## config.mk

```make
export PLATFORM = sky130hd
export DESIGN_NAME = pcpi_share_arbiter
export DESIGN_NICKNAME = d
export VERILOG_FILES = /design/src/rtl/pcpi_share_arbiter.sv
export SDC_FILE = /design/constraint.sdc
export NUM_CORES = 1
export LEC_CHECK = 0
export CAP_MARGIN = 20
export CORE_ASPECT_RATIO = 0.6
export CORE_MARGIN = 1.5
export CORE_UTILIZATION = 35
export CTS_CLUSTER_DIAMETER = 120
export CTS_CLUSTER_SIZE = 24
export DETAILED_ROUTE_END_ITERATION = 6
export HOLD_SLACK_MARGIN = 0.02
export PLACE_DENSITY = 0.77
export SLEW_MARGIN = 20
export SYNTH_ARGS = -nofsm -noshare
export SYNTH_HDL_FRONTEND = slang
export SYNTH_SLANG_ARGS = --single-unit
```

## constraint.sdc

```tcl
create_clock -name clk -period 2.5 [get_ports clk]
set_clock_uncertainty 0.2 [all_clocks]
set_input_delay 0.375 -clock clk [delete_from_list [all_inputs] [get_ports clk]]
set_output_delay 0.375 -clock clk [all_outputs]
set_load 0.02 [all_outputs]
```

## src/rtl/pcpi_share_arbiter.sv

```systemverilog
// Round-robin arbiter that shares one PCPI coprocessor between two instruction requesters.
// A watchdog counter ends a job with rsp_err when the coprocessor neither claims nor answers it.
module pcpi_share_arbiter #(
  parameter int TIMEOUT = 64
) (
  input  logic        clk,
  input  logic        rst,
  input  logic        req0_valid,
  input  logic [31:0] req0_insn,
  output logic        req0_ready,
  output logic        rsp0_valid,
  input  logic        req1_valid,
  input  logic [31:0] req1_insn,
  output logic        req1_ready,
  output logic        rsp1_valid,
  output logic [31:0] rsp_rd,
  output logic        rsp_wr,
  output logic        rsp_err,
  output logic        pcpi_valid,
  output logic [31:0] pcpi_insn,
  input  logic        pcpi_ready,
  input  logic        pcpi_wr,
  input  logic [31:0] pcpi_rd,
  input  logic        pcpi_wait,
  output logic        busy,
  output logic        grant_id
);

  localparam int CW = $clog2(TIMEOUT);
  localparam logic [CW-1:0] CNT_LAST = CW'(TIMEOUT - 1);

  typedef enum logic [1:0] {
    S_IDLE  = 2'd0,
    S_ISSUE = 2'd1,
    S_RESP  = 2'd2
  } state_t;

  state_t        r_state;
  logic          r_last_grant;
  logic          r_grant_id;
  logic          r_pcpi_valid;
  logic [31:0]   r_pcpi_insn;
  logic          r_rsp0_valid;
  logic          r_rsp1_valid;
  logic [31:0]   r_rsp_rd;
  logic          r_rsp_wr;
  logic          r_rsp_err;
  logic [CW-1:0] r_cnt;

  logic w_idle;
  logic w_any;
  logic w_sel;

  // On a tie the requester that did not win last time is selected.
  assign w_idle = (r_state == S_IDLE);
  assign w_any  = req0_valid | req1_valid;
  assign w_sel  = (req0_valid & req1_valid) ? ~r_last_grant : req1_valid;

  assign req0_ready = w_idle & w_any & ~w_sel;
  assign req1_ready = w_idle & w_any &  w_sel;

  assign pcpi_valid = r_pcpi_valid;
  assign pcpi_insn  = r_pcpi_insn;
  assign rsp0_valid = r_rsp0_valid;
  assign rsp1_valid = r_rsp1_valid;
  assign rsp_rd     = r_rsp_rd;
  assign rsp_wr     = r_rsp_wr;
  assign rsp_err    = r_rsp_err;
  assign busy       = ~w_idle;
  assign grant_id   = r_grant_id;

  always_ff @(posedge clk or posedge rst) begin
    if (rst) begin
      r_state      <= S_IDLE;
      r_last_grant <= 1'b1;
      r_grant_id   <= 1'b0;
      r_pcpi_valid <= 1'b0;
      r_pcpi_insn  <= '0;
      r_rsp0_valid <= 1'b0;
      r_rsp1_valid <= 1'b0;
      r_rsp_rd     <= '0;
      r_rsp_wr     <= 1'b0;
      r_rsp_err    <= 1'b0;
      r_cnt        <= '0;
    end else begin
      r_rsp0_valid <= 1'b0;
      r_rsp1_valid <= 1'b0;
      case (r_state)
        S_IDLE: begin
          if (w_any) begin
            r_pcpi_insn  <= w_sel ? req1_insn : req0_insn;
            r_grant_id   <= w_sel;
            r_last_grant <= w_sel;
            r_cnt        <= '0;
            r_pcpi_valid <= 1'b1;
            r_state      <= S_ISSUE;
          end
        end
        S_ISSUE: begin
          // A response arriving on the last watchdog cycle still counts as a success.
          if (pcpi_ready) begin
            r_rsp_rd     <= pcpi_rd;
            r_rsp_wr     <= pcpi_wr;
            r_rsp_err    <= 1'b0;
            r_pcpi_valid <= 1'b0;
            r_rsp0_valid <= ~r_grant_id;
            r_rsp1_valid <=  r_grant_id;
            r_state      <= S_RESP;
          end else if (pcpi_wait) begin
            r_cnt <= '0;
          end else if (r_cnt == CNT_LAST) begin
            r_rsp_rd     <= '0;
            r_rsp_wr     <= 1'b0;
            r_rsp_err    <= 1'b1;
            r_pcpi_valid <= 1'b0;
            r_rsp0_valid <= ~r_grant_id;
            r_rsp1_valid <=  r_grant_id;
            r_state      <= S_RESP;
          end else begin
            r_cnt <= r_cnt + CW'(1);
          end
        end
        S_RESP: begin
          r_state <= S_IDLE;
        end
        default: begin
          r_state <= S_IDLE;
        end
      endcase
    end
  end

endmodule

```

; Yosys cells after proc, flatten, opt, wreduce, memory -nomap -nowiden
; Cells that the tools add are included.
[totals]
regBits = 79
inputBits = 103
elab_cells = 69
[op_classes]
add_sub_neg = 1
n_eq_ne = 8
mux = 32
bitwise_logic = 9
reduce_logical = 8
[op_table]
columns = op, n
row1 = 32-bit 2-to-1 mux, 4
row2 = 6-bit 2-to-1 mux, 4
row3 = 1-bit 2-to-1 mux, 17
row4 = 6-bit one-hot mux with 2 select lines, 1
row5 = 3-bit inequality test (second input constant), 3
row6 = 2-bit 2-to-1 mux, 4
row7 = 4-bit AND reduction, 2
row8 = 6-bit by 1-bit adder with 6-bit output (second input constant), 1
row9 = 6-bit equality test (second input constant), 1
row10 = 3-bit AND reduction, 2
row11 = 1-bit AND, 4
row12 = 2-bit inequality test (second input constant), 2
row13 = 1-bit inverter, 4
row14 = 2-bit one-hot mux with 2 select lines, 1
row15 = 2-bit nonzero test, 2
row16 = 2-bit by 1-bit equality test with 1-bit output (second input constant), 1
row17 = 2-bit zero test, 1
row18 = 2-bit by 1-bit inequality test with 1-bit output (second input constant), 1
row19 = 1-bit one-hot mux with 2 select lines, 1
row20 = 2-bit AND reduction, 1
row21 = 1-bit bitwise OR, 1

; Logic depth before layout (Yosys ltp)
[logic_depth]
depth_word = 5
depth_mapped = 7

; Worst setup path after synthesis
; Ideal clock, no wire load.
[synth_timing]
path_kind = flip-flop to flip-flop
startpoint = reg r_cnt[0]
endpoint = reg r_rsp_err, in the netlist rsp_err
t_arrival_ns = 1.463
required_ns = 2.176
slack_ns = 0.714
stages_incl_launch_ff = 8
period_less_slack_ns = 1.786
path_cell_list = dfrtp_1 > ha_1 > and4b_1 > and2b_1 > o21ai_1 > buf_4 > buf_6 > a21oi_1
[synth_via]
elab_chain_len = 3
[synth_lines]
columns = item, line_no
row1 = "start, declared", 48  ; logic [CW-1:0] r_cnt;
row2 = "start signal, assigned", 120  ; r_cnt <= r_cnt + CW'(1);
row3 = 6-bit equality test, 111  ; end else if (r_cnt == CNT_LAST) begin
row4 = 2-bit nonzero test (no source line), --
row5 = 3-bit AND reduction (no source line), --
row6 = "end signal, assigned", 83  ; r_rsp_err <= 1'b0;
row7 = "end signal, assigned", 104  ; r_rsp_err <= 1'b0;
row8 = "end signal, assigned", 114  ; r_rsp_err <= 1'b1;
row9 = "end, declared", 47  ; logic r_rsp_err;
; No other way between the ends.
; A chain may end at the register's enable or synchronous reset.

; Worst setup path after layout
[layout_timing]
startpoint = reg r_state[0]
endpoint = out req0_ready
[layout_via]
elab_chain_len = 3
[layout_lines]
columns = item, line_no
row1 = "start, declared", 38  ; state_t r_state;
row2 = "start signal, assigned", 74  ; r_state <= S_IDLE;
row3 = "start signal, assigned", 96  ; r_state <= S_ISSUE;
row4 = "start signal, assigned", 108  ; r_state <= S_RESP;
row5 = 2-bit zero test, 55  ; assign w_idle = (r_state == S_IDLE);
row6 = 1-bit AND (2 in series), 59  ; assign req0_ready = w_idle & w_any & ~w_sel;
row7 = "end, declared", 10  ; output logic req0_ready,
; No other way between the ends.

==> flow_metrics.env <==
export IMPL_drc=6
export IMPL_crit_path_end_kind="primary output"
export IMPL_ir_worst_vdd_uv=551
export IMPL_cts_resized=0
export IMPL_dp_final_hpwl_um=6840
export IMPL_tritoncts="done"
export IMPL_post_cts_setup_buffer_count=0
export IMPL_power_leakage_nw=2.43
export IMPL_finalCritPeriodShare_pct=93.7
export IMPL_antenna_found_initial=0
export IMPL_synth_edf_count=0
export IMPL_initial_core_util_pct=36.4
export IMPL_area_growth_syn_to_layout_pct=70.7
export IMPL_hold_viol_final=0
export IMPL_synth_area_um2=3140
export IMPL_clk_latency_ns=0.32
export IMPL_reg2reg_to="rsp_rd[8]"
export IMPL_die_h_um=76.4
export IMPL_syn_inst=247
export IMPL_synth_top_cells_by_count="78 x dfrtp_1, 39 x inv_1, 33 x a22o_1, 32 x a222oi_1, 11 x buf_2"
export IMPL_regArea_um2=1980
export IMPL_crit_type="reg -> out"
export IMPL_max_freq_ghz=0.427
export IMPL_final_setup_worst_slack_ns=0.156
export IMPL_cts_htree_levels=3
export IMPL_path_clk_slew_ns=0.06
export IMPL_grt_pass1_wl_um=15100
export IMPL_cts_root_buf="clkbuf_16"
export IMPL_syn_avg_cell_area_um2=12.7
export IMPL_wl_um=9450
export IMPL_drive_gt1_share_pct=7.03
export IMPL_yosys_warnings=0
export IMPL_finalSetupViolations=0
export IMPL_maxCapViolCount=0
export IMPL_tightestPinTransition_ns=0.690
export IMPL_arrival_ns=1.77
export IMPL_clockBufferDepth=2
export IMPL_num_vias=2795
export IMPL_synthArstFlopShare_pct=100
export IMPL_dieArea_um2=9570
export IMPL_port_buffers=175
export IMPL_p_total_mw=6.88
export IMPL_grt_pass1_vias=2899
export IMPL_ys_seq_area_share_pct=63.0
export IMPL_cts_sinks=79
export IMPL_ys_ff_latch=79
export IMPL_final_antenna_net_count=0
export IMPL_yosysTopAreaCell="dfrtp_1"
export IMPL_grt_max_degree=42
export IMPL_powerDensity_nw_per_um2=1280
export IMPL_wl_per_cell_um=17.5
export IMPL_multiInputGateArea_um2=911
export IMPL_rsz0062_at_grt="no"
export IMPL_cts_made_buffers=9
export IMPL_startpoint_type="flip-flop"
export IMPL_first_pass_iters=7
export IMPL_fin_tns_setup_ns=0
export IMPL_preCtsSetupSlack_ns=0.203
export IMPL_num_io_pins=176
export IMPL_n_fill_cell=696
export IMPL_die_w_um=125
export IMPL_required_ns=1.92
export IMPL_track_usage_pct=20.0
export IMPL_fin_nets=526
export IMPL_violations="DRC"
export IMPL_core_area_um2=8620
export IMPL_yosysUniqueCellTypes=38
export IMPL_hold_class="in -> async"
export IMPL_slew_limit_headroom_pct=53.9
export IMPL_crit_fanout=5
export IMPL_r2r_slack_ns=0.61
export IMPL_synth_most_common_cell="dfrtp_1"
export IMPL_critPathLaunch="r_state[0]"
export IMPL_yosys_top_cells_area="dfrtp_1 62%, a222oi_1 10%, a22o_1 9.2%"
export IMPL_layout_min_cycle_time_ns=2.34
export IMPL_grt_ovfl_total=0
export IMPL_rows=26
export IMPL_synth_main_ff_cell="dfrtp_1"
export IMPL_drt_initial_drc_count=318
export IMPL_reg2regPathDepth=6
export IMPL_final_util_pct=62.2
export IMPL_synth_nets=351
export IMPL_synth_top_area_share_pct=62.2
export IMPL_holdBufCountCts=0
export IMPL_n_antenna_cell=0
export IMPL_place_congestion=0.828
export IMPL_endpoint="req0_ready"
export IMPL_status="finished with violations"
export IMPL_hold_slack_ns=0.160
export IMPL_drv_slew=0
export IMPL_reg2reg_from="r_cnt[0]"
export IMPL_routed_via_density=5.19
==> worst min-delay path by stage <==
stage / start / to / cells after the start
6_report: rst / pcpi_insn[28] / 2
4_1_cts: rst / pcpi_insn[1] / 2
2_1_floorplan: r_cnt[0] / r_cnt[0] / 1
3_5_place_dp: grant_id / rsp0_valid / 1
3_3_place_gp: grant_id / rsp0_valid / 1
5_1_grt: rst / pcpi_insn[28] / 2
==> cells in the final DEF (no fill, tap or decap), types with 3 or more instances in the layout <==
cell type          n
clkdlybuf4s50_1  175
dfrtp_1           78
inv_1             38
a22o_1            33
a222oi_1          32
clkbuf_16          9
buf_4              4
buf_12             4
o21ai_2            3
nand2_1            3
nand3_1            3
o21ai_1            3
clkinvlp_4         3
==> state kept, by name, indices dropped and copies added (netlist names), 2 cells and up <==
name	cells
r_cnt	6
rsp_rd	32
r_state	2
pcpi_insn	32
==> cell families (layout without fill, tap and decap cells) <==
kind of cell | after synthesis | count (layout) | synth area share (%)
AOI/OAI and AO/OA | 84 | 84 | 23.7
adders and majority gates | 1 | 1 | 0.399
buffers and inverters | 59 | 239 | 8.09
DFF | 79 | 79 | 63.0
muxes | 2 | 2 | 0.638
and+or+nand+nor | 22 | 22 | 4.19
==> per-stage QoR <==
stage | instances | cell area, um2
final | 539 | 5360
after global routing | 539 | 5360
after CTS | 539 | 5360
after detailed placement | 523 | 5040
after global placement | 523 | 5040
after floorplan | 247 | 3140
==> where the power goes <==
| group | total [mW] | internal (mW) | switching, mW |
|---|---|---|---|
| clock | 1.36 | 0.870 | 0.489 |
| sequential | 2.20 | 1.86 | 0.339 |
| combinational | 3.33 | 1.67 | 1.65 |
==> critical path, stage by stage, from the launching register on <==
cell	delay (ns)
dfrtp_1	0.41
nor2_2	0.22
and3_1	0.21
clkdlybuf4s50_1	0.61
==> layer usage <==
metal / vias to the layer above / GRT usage (%) / share of wire [%] / routed length (um)
met5: - / 0 / 0 / 0
met3: 14 / 6.88 / 7.0 / 658
met2: 121 / 30.7 / 48 / 4550
met1: 1375 / 26.5 / 43 / 4100
li1: 1285 / - / - / -
met4: 0 / 7.39 / 1.6 / 152
==> area by class of cell <==
| class | instances | share of cell area, % |
|---|---|---|
| multi-input cells | 109 | 17.0 |
| well taps | 112 | 2.61 |
| repair buffers | 183 | 34.7 |
| inverters | 40 | 2.87 |
| clock inverters | 6 | 1.59 |
| clock buffers | 10 | 4.27 |
| flip-flops and latches | 79 | 36.9 |
Power figures use the tool's default switching activity.
